--- src/rtl/wiring_pkg.sv ---
// Shared types and helpers for the Wiring step sequencer.
package wiring_pkg;

  typedef enum logic [2:0] {
    IDLE,
    LRST,
    FIRE,
    WAIT,
    RESP
  } seq_state_e;

  function automatic int cnt_width(input int n);
    return $clog2(n + 1);
  endfunction

endpackage

--- src/rtl/wiring_settle_detect.sv ---
// Counts consecutive idle cycles of the Wiring network; settled is asserted combinationally
// on the cycle that completes the SETTLE_CYCLES-long idle run.
module wiring_settle_detect
  import wiring_pkg::*;
#(
  parameter int SETTLE_CYCLES = 2
) (
  input  logic clk,
  input  logic reset,
  input  logic clear,
  input  logic running,
  output logic settled
);

  localparam int IW = cnt_width(SETTLE_CYCLES);

  logic [IW-1:0] idle_cnt;

  always_ff @(posedge clk) begin
    if (reset || clear || running) begin
      idle_cnt <= '0;
    end else if (idle_cnt != IW'(SETTLE_CYCLES)) begin
      idle_cnt <= idle_cnt + IW'(1);
    end
  end

  // Current idle cycle counts toward the run, so settle fires without an extra cycle of lag.
  assign settled = !running && (idle_cnt >= IW'(SETTLE_CYCLES - 1));

endmodule

--- src/rtl/wiring_step_sequencer.sv ---
// Drives one trigger vector through the Wiring block and reports the settled result.
// state | meaning
// IDLE  | ready for a request
// LRST  | pulse Wiring logic_reset
// FIRE  | drive latched vector onto Wiring in for one cycle
// WAIT  | count cycles until settled or budget exhausted
// RESP  | hold result until consumer accepts
module wiring_step_sequencer
  import wiring_pkg::*;
#(
  parameter int INPUT_WIDTH   = 3,
  parameter int OUTPUT_WIDTH  = 1,
  parameter int SETTLE_CYCLES = 2,
  parameter int MAX_CYCLES    = 1024,
  localparam int CW = cnt_width(MAX_CYCLES)
) (
  input  logic                    clk,
  input  logic                    reset,
  input  logic                    req_valid,
  output logic                    req_ready,
  input  logic [INPUT_WIDTH-1:0]  req_in,
  output logic                    resp_valid,
  input  logic                    resp_ready,
  output logic [OUTPUT_WIDTH-1:0] resp_out,
  output logic [CW-1:0]           resp_cycles,
  output logic                    resp_timeout,
  output logic                    wiring_logic_reset,
  output logic [INPUT_WIDTH-1:0]  wiring_in,
  input  logic                    wiring_running,
  input  logic [OUTPUT_WIDTH-1:0] wiring_out
);

  seq_state_e state, state_next;

  logic [INPUT_WIDTH-1:0]  vec;
  logic [CW-1:0]           cyc;
  logic [OUTPUT_WIDTH-1:0] out_q;
  logic [CW-1:0]           cycles_q;
  logic                    timeout_q;
  logic                    settled;
  logic                    timed_out;
  logic                    settle_clear;

  assign settle_clear = (state != WAIT);
  assign timed_out    = (cyc == CW'(MAX_CYCLES));

  wiring_settle_detect #(
    .SETTLE_CYCLES(SETTLE_CYCLES)
  ) u_settle (
    .clk     (clk),
    .reset   (reset),
    .clear   (settle_clear),
    .running (wiring_running),
    .settled (settled)
  );

  always_ff @(posedge clk) begin
    if (reset) begin
      state <= IDLE;
    end else begin
      state <= state_next;
    end
  end

  always_ff @(posedge clk) begin
    if (reset) begin
      vec       <= '0;
      cyc       <= '0;
      out_q     <= '0;
      cycles_q  <= '0;
      timeout_q <= 1'b0;
    end else begin
      if (state == IDLE && req_valid) begin
        vec <= req_in;
      end
      // cyc holds the number of the current WAIT cycle, starting at 1.
      if (state == FIRE) begin
        cyc <= CW'(1);
      end else if (state == WAIT && !timed_out) begin
        cyc <= cyc + CW'(1);
      end
      if (state == WAIT && (settled || timed_out)) begin
        out_q     <= settled ? wiring_out : '0;
        cycles_q  <= cyc;
        timeout_q <= !settled;
      end
    end
  end

  always_comb begin
    state_next         = state;
    req_ready          = 1'b0;
    resp_valid         = 1'b0;
    wiring_logic_reset = 1'b0;
    wiring_in          = '0;
    case (state)
      IDLE: begin
        req_ready = 1'b1;
        if (req_valid) state_next = LRST;
      end
      LRST: begin
        wiring_logic_reset = 1'b1;
        state_next         = FIRE;
      end
      FIRE: begin
        wiring_in  = vec;
        state_next = WAIT;
      end
      WAIT: begin
        if (settled || timed_out) state_next = RESP;
      end
      RESP: begin
        resp_valid = 1'b1;
        if (resp_ready) state_next = IDLE;
      end
      default: state_next = IDLE;
    endcase
  end

  assign resp_out     = out_q;
  assign resp_cycles  = cycles_q;
  assign resp_timeout = timeout_q;

endmodule

--- config.mk ---
export PLATFORM = sky130hd
export DESIGN_NAME = wiring_step_sequencer
export DESIGN_NICKNAME = d
export VERILOG_FILES = /design/src/rtl/wiring_pkg.sv /design/src/rtl/wiring_settle_detect.sv /design/src/rtl/wiring_step_sequencer.sv
export SDC_FILE = /design/constraint.sdc
export NUM_CORES = 1
export LEC_CHECK = 0
export CAP_MARGIN = 15
export CORE_UTILIZATION = 52
export CTS_CLUSTER_DIAMETER = 150
export DETAILED_ROUTE_END_ITERATION = 6
export HOLD_SLACK_MARGIN = 0.05
export PLACE_DENSITY = 0.75
export RECOVER_POWER = 25
export SYNTH_ARGS = -nofsm -noshare
export SYNTH_HDL_FRONTEND = slang
export SYNTH_HIERARCHICAL = 1
export SYNTH_SLANG_ARGS = --single-unit
--- constraint.sdc ---
create_clock -name clk -period 2.14 [get_ports clk]
set_input_delay 0.321 -clock clk [delete_from_list [all_inputs] [get_ports clk]]
set_output_delay 0.321 -clock clk [all_outputs]
set_load 0.05 [all_outputs]
After elaboration in Yosys (flattened, before gate mapping)
Cells that the tools add are included.
{"block": "classes", "add_sub_neg": 2, "mul": 0, "div_mod_pow": 0, "order_cmp": 1, "n_eq_ne": 10, "shift": 0, "muxes": 11, "bitwise_logic": 0, "n_reduce_logical": 14}
{"cell": "3-bit one-hot mux with 5 select lines", "n": 1}
{"cell": "3-bit 2-to-1 mux", "n": 4}
{"cell": "11-bit by 1-bit adder with 11-bit output, second input constant", "n": 1}
{"cell": "11-bit == test, second input constant", "n": 1}
{"cell": "3-bit by 2-bit == test with 1-bit output, second input constant", "n": 2}
{"cell": "1-bit 2-to-1 mux", "n": 6}
{"cell": "2-bit inequality test, second input constant", "n": 3}
{"cell": "1-bit logical AND", "n": 4}
{"cell": "3-bit by 1-bit == test with 1-bit output, second input constant", "n": 1}
{"cell": "3-bit == test, second input constant", "n": 1}
{"cell": "1-bit logical NOT", "n": 3}
{"cell": "3-bit logical NOT", "n": 1}
{"cell": "1-bit logical OR", "n": 3}
{"cell": "3-bit by 2-bit inequality test with 1-bit output, second input constant", "n": 1}
{"cell": "3-bit AND reduction", "n": 1}
{"cell": "2-bit by 1-bit adder with 2-bit output, second input constant", "n": 1}
{"cell": "2-bit by 1-bit greater-or-equal comparator with 1-bit output, second input constant", "n": 1}
{"cell": "2-bit by 1-bit inequality test with 1-bit output, second input constant", "n": 1}
{"cell": "2-bit nonzero test", "n": 1}
{"cell": "2-bit OR reduction", "n": 1}
{"block": "totals", "register_bits": 32, "latchBits": 0, "ramBits": 0, "rom_bits": 0, "memories": 0}

Longest topological paths before layout
{"block": "logic_depth", "word_depth": 5, "depth_mapped": 8, "ltp_nobuf": 6}

Hierarchy
Netlist, hierarchy kept.
{"mod": "wiring_step_sequencer", "n_inst": 1, "cells_each": 157, "area_each_um2": 1522.7}
{"mod": "wiring_settle_detect", "n_inst": 1, "cells_each": 11, "area_each_um2": 120.1}

Worst setup path after synthesis
No wires, ideal clock.
{"block": "synth_path", "path_type": "flip-flop to flip-flop", "startpoint": "register state[1]", "endpoint": "register vec[0]", "arrival_ps": 2144, "t_required_ps": 2014, "setup_slack_ps": -130, "stages_incl_launch_ff": 7, "n_path_buf": 2, "period_less_slack_ps": 2270, "cell_sequence": "dfxtp_1 buf_4 nor3_1 and2_1 buf_2 mux2i_1 nor2_1"}
{"block": "synth_via", "elab_chain_len": 2}
{"item": "from (decl)", "line_no": "wiring_step_sequencer.sv:33", "text": "seq_state_e state, state_next;"}
{"item": "from (signal assigned)", "line_no": "wiring_step_sequencer.sv:61", "text": "state <= state_next;"}
{"item": "3-bit logical NOT", "line_no": "wiring_step_sequencer.sv:73", "text": "if (state == IDLE && req_valid) begin"}
{"item": "1-bit logical AND", "line_no": "wiring_step_sequencer.sv:73"}
{"item": "to (signal assigned)", "line_no": "wiring_step_sequencer.sv:74", "text": "vec <= req_in;"}
{"item": "to (decl)", "line_no": "wiring_step_sequencer.sv:35", "text": "logic [INPUT_WIDTH-1:0] vec;"}
Every way passes these cells.
A chain may end at the register's enable or synchronous reset.

Worst setup path after layout
{"block": "layout_path", "startpoint": "register state[2]", "endpoint": "register cyc[0]"}
{"block": "layout_via", "elab_chain_len": 3}
{"item": "3-bit by 2-bit == test with 1-bit output", "line_no": "wiring_step_sequencer.sv:79", "text": "end else if (state == WAIT && !timed_out) begin"}
{"item": "1-bit logical AND", "line_no": "wiring_step_sequencer.sv:79"}
{"item": "2-bit nonzero test (no line)"}
{"item": "to (signal assigned)", "line_no": "wiring_step_sequencer.sv:80", "text": "cyc <= cyc + CW'(1);"}
{"item": "to (decl)", "line_no": "wiring_step_sequencer.sv:36", "text": "logic [CW-1:0] cyc;"}
Parallel ways exist; a longest one is shown, timed or not.

==> metrics.txt <==
final setup vio count 0; Die Height 58.2 um; vias in the first global route 1222; RSZ-0062 raised after global routing false; Final #Nets 207; Clock Sink Count 32; fin crit period 1.99 ns; largest cells by area after synthesis dfxtp_1 39%, mux2i_1 7.3%, nand2b_1 6.5%; pin count of the biggest net entering global routing 19; Post-synth EDFFs 0; fin. max-slew vios 0; placer congestion estimate 0.806; delay-heaviest family, CP buffers and inverters; CP max stage cell inv_1; Routed WL per cell 13.7 um; Distinct cells, synth 46; total grt overflow 0; aggregate negative setup slack 0 ns; global-route wire length before repair 5530 um; crit-path cells and3b_1 -> inv_1 -> a31oi_1 -> xnor2_1 -> o21ba_1; fmax 504 MHz; syn_area_per_cell 9.78 um^2; clock slew at reported path FFs 0.10 ns; diode count 0; critical-path maximum fanout 17; top cell type's share of synthesized area 0.390; Clock Root Buffer clkbuf_4; starting density of the core 0.543; layout cells sized above 1 0.133; clock buffer depth 2; worst-margin pin slew 0.745 ns; final worst path period share 0.928; Required @ worst endpoint 2.39 ns; Mapped Cells 168; Via Count 1275; initial DRC count 43; core area 3030 um^2; Skew-Pair Late Insertion Delay 0.34 ns; CP endpoint kind flip-flop; # fillers 268; Area Overhead vs Synth 20.9%; maxcap violations 0; final WL 3270 um; Final Hold Violating Endpoints 0; Syn. warnings 6; P_leak 0.705 nW; Hold WC Path Type flip-flop to flip-flop; Setup CP Type flip-flop to flip-flop; number of buffers created by CTS 5; Max stage delay on crit path 0.58 ns; synth cell count leaders 32 x dfxtp_1, 17 x nand2b_1, 12 x mux2i_1; Routed Antenna Nets 0; CTS tree built; post-route design area 1990 um^2; Via density 5.33; crit path DAT 2.23 ns; IO Pins 28; Die Width 58.2 um; status completed; Rel. slew slack 0.503; Global Route Usage Sum 0.220; Die Area 3390 um^2; PwrDens 559 nW/um^2; most common cell in the netlist dfxtp_1; worst vdd ir 399 uV; Area after DPL 1950 um^2; post-detail-place hpwl 2450 um; CP bufs+invs 1; cell area after synthesis 1640 um^2; number of synthesized register bits 32; ys flop type dfxtp_1; sequential-to-total area share from yosys stat 0.390; # rows 20; CP startpoint kind flip-flop; DR pass1 iterations 4; cell taking the most area after synthesis dfxtp_1; Post-CTS Hold Buffers 0; antenna violations before repair 0; Post-synth ARST share 0; syn_nets 181; I/O Buffers 27; Final Skew 0.00577 ns; DRC Markers 0; H-tree lvl count 2
## timing repair
action | 4_1_cts | 5_1_grt
gates resized for setup | 1 | 0
buffers inserted | 0 | 0
endpoints found under the setup margin | 1 | 0
## worst min-delay path: stages, from the launching register on
cell      delay (ns)
dfxtp_1         0.32
nand2b_1        0.07
mux2i_1         0.06
## per-stage QoR
step	cells	worst slack [ns]	hold slack, ns	util	power (mW)
finish	239	0.154	0.490	0.656	1.11
global route	239	0.0119	0.516	0.656	1.16
CTS	239	0.104	0.496	0.664	1.13
detailed placement	231	0.378	0.472	0.644	0.770
global placement	231	0.422	0.456	0.644	0.767
floorplan	168	0.224	0.391	-	0.734
## sequential cells by signal, summed over array words and instances (netlist names)
register,flops
state,3
resp_timeout,1
u_settle/idle_cnt,2
cyc,11
vec,3
resp_cycles,11
resp_out,1
## metal layers
metal	GRT usage	vias to the layer above	routed length (um)
met4	0.112	0	65
met1	0.263	602	1470
met5	0	-	0
li1	-	639	-
met2	0.361	29	1600
met3	0.0625	5	130
## power by group
| group | leakage [nW] | internal [mW] | total (mW) | switching, mW |
|---|---|---|---|---|
| sequential | 0.259 | 0.607 | 0.619 | 0.0123 |
| clock | 0.0380 | 0.156 | 0.362 | 0.206 |
| combinational | 0.409 | 0.0544 | 0.129 | 0.0748 |
| total | 0.705 | 0.817 | 1.11 | 0.293 |
## cells by family (layout without fill, tap and decap cells)
kind of cell / Yosys count / in the layout / synth area share
AO/OA/AOI/OAI: 24 / 24 / 0.110
XOR/XNOR: 7 / 7 / 0.0373
adder cells (fa/ha/maj): 4 / 4 / 0.0305
buffers and inverters: 16 / 43 / 0.0556
flip-flops: 32 / 32 / 0.390
multiplexers: 12 / 12 / 0.0731
AND/OR/NAND/NOR: 73 / 73 / 0.303
## final timing paths
kind	from	endpoint	slack [ns]	cells past startpoint
hold reg to reg	resp_cycles[4]$_SDFFE_PP0P_	resp_cycles[4]$_SDFFE_PP0P_	0.49	2
hold / removal	resp_cycles[4]$_SDFFE_PP0P_	resp_cycles[4]$_SDFFE_PP0P_	0.49	2
setup reg to reg	state[2]$_SDFFE_PP0P_	cyc[0]$_SDFFE_PP0P_	0.15	5
setup / recovery	state[2]$_SDFFE_PP0P_	cyc[0]$_SDFFE_PP0P_	0.15	5
## cell type report
type | instances | area [um^2] | share of cell area
well taps | 44 | 55.1 | 0.0277
multi-input cells | 120 | 901 | 0.454
inverters | 6 | 22.5 | 0.0113
clock inverters | 2 | 10.0 | 0.00504
flip-flops and latches | 32 | 641 | 0.323
repair buffers | 29 | 305 | 0.154
clock buffers | 6 | 51.3 | 0.0258
## placed cells by master (no fill, tap or decap), drive strengths merged, types with 2 or more instances in the layout
cell	synthesis	final
dfxtp	32	32
clkdlybuf4s50	0	21
nand2b	17	17
nor2	14	14
mux2i	12	12
o21ai	8	8
clkbuf	4	7
inv	6	6
a21oi	6	6
and2	6	6
nor4	6	6
buf	6	6
xnor2	5	5
nand2	4	4
nor2b	4	4
ha	4	4
nor3	4	4
nand3	3	3
or3	3	3
o41ai	3	3
nor3b	2	2
o21ba	2	2
and3	2	2
nand4b	2	2
xor2	2	2
clkinv	0	2
a31oi	2	2
nand4	2	2
No activity file was read; power rests on OpenSTA's default activity.
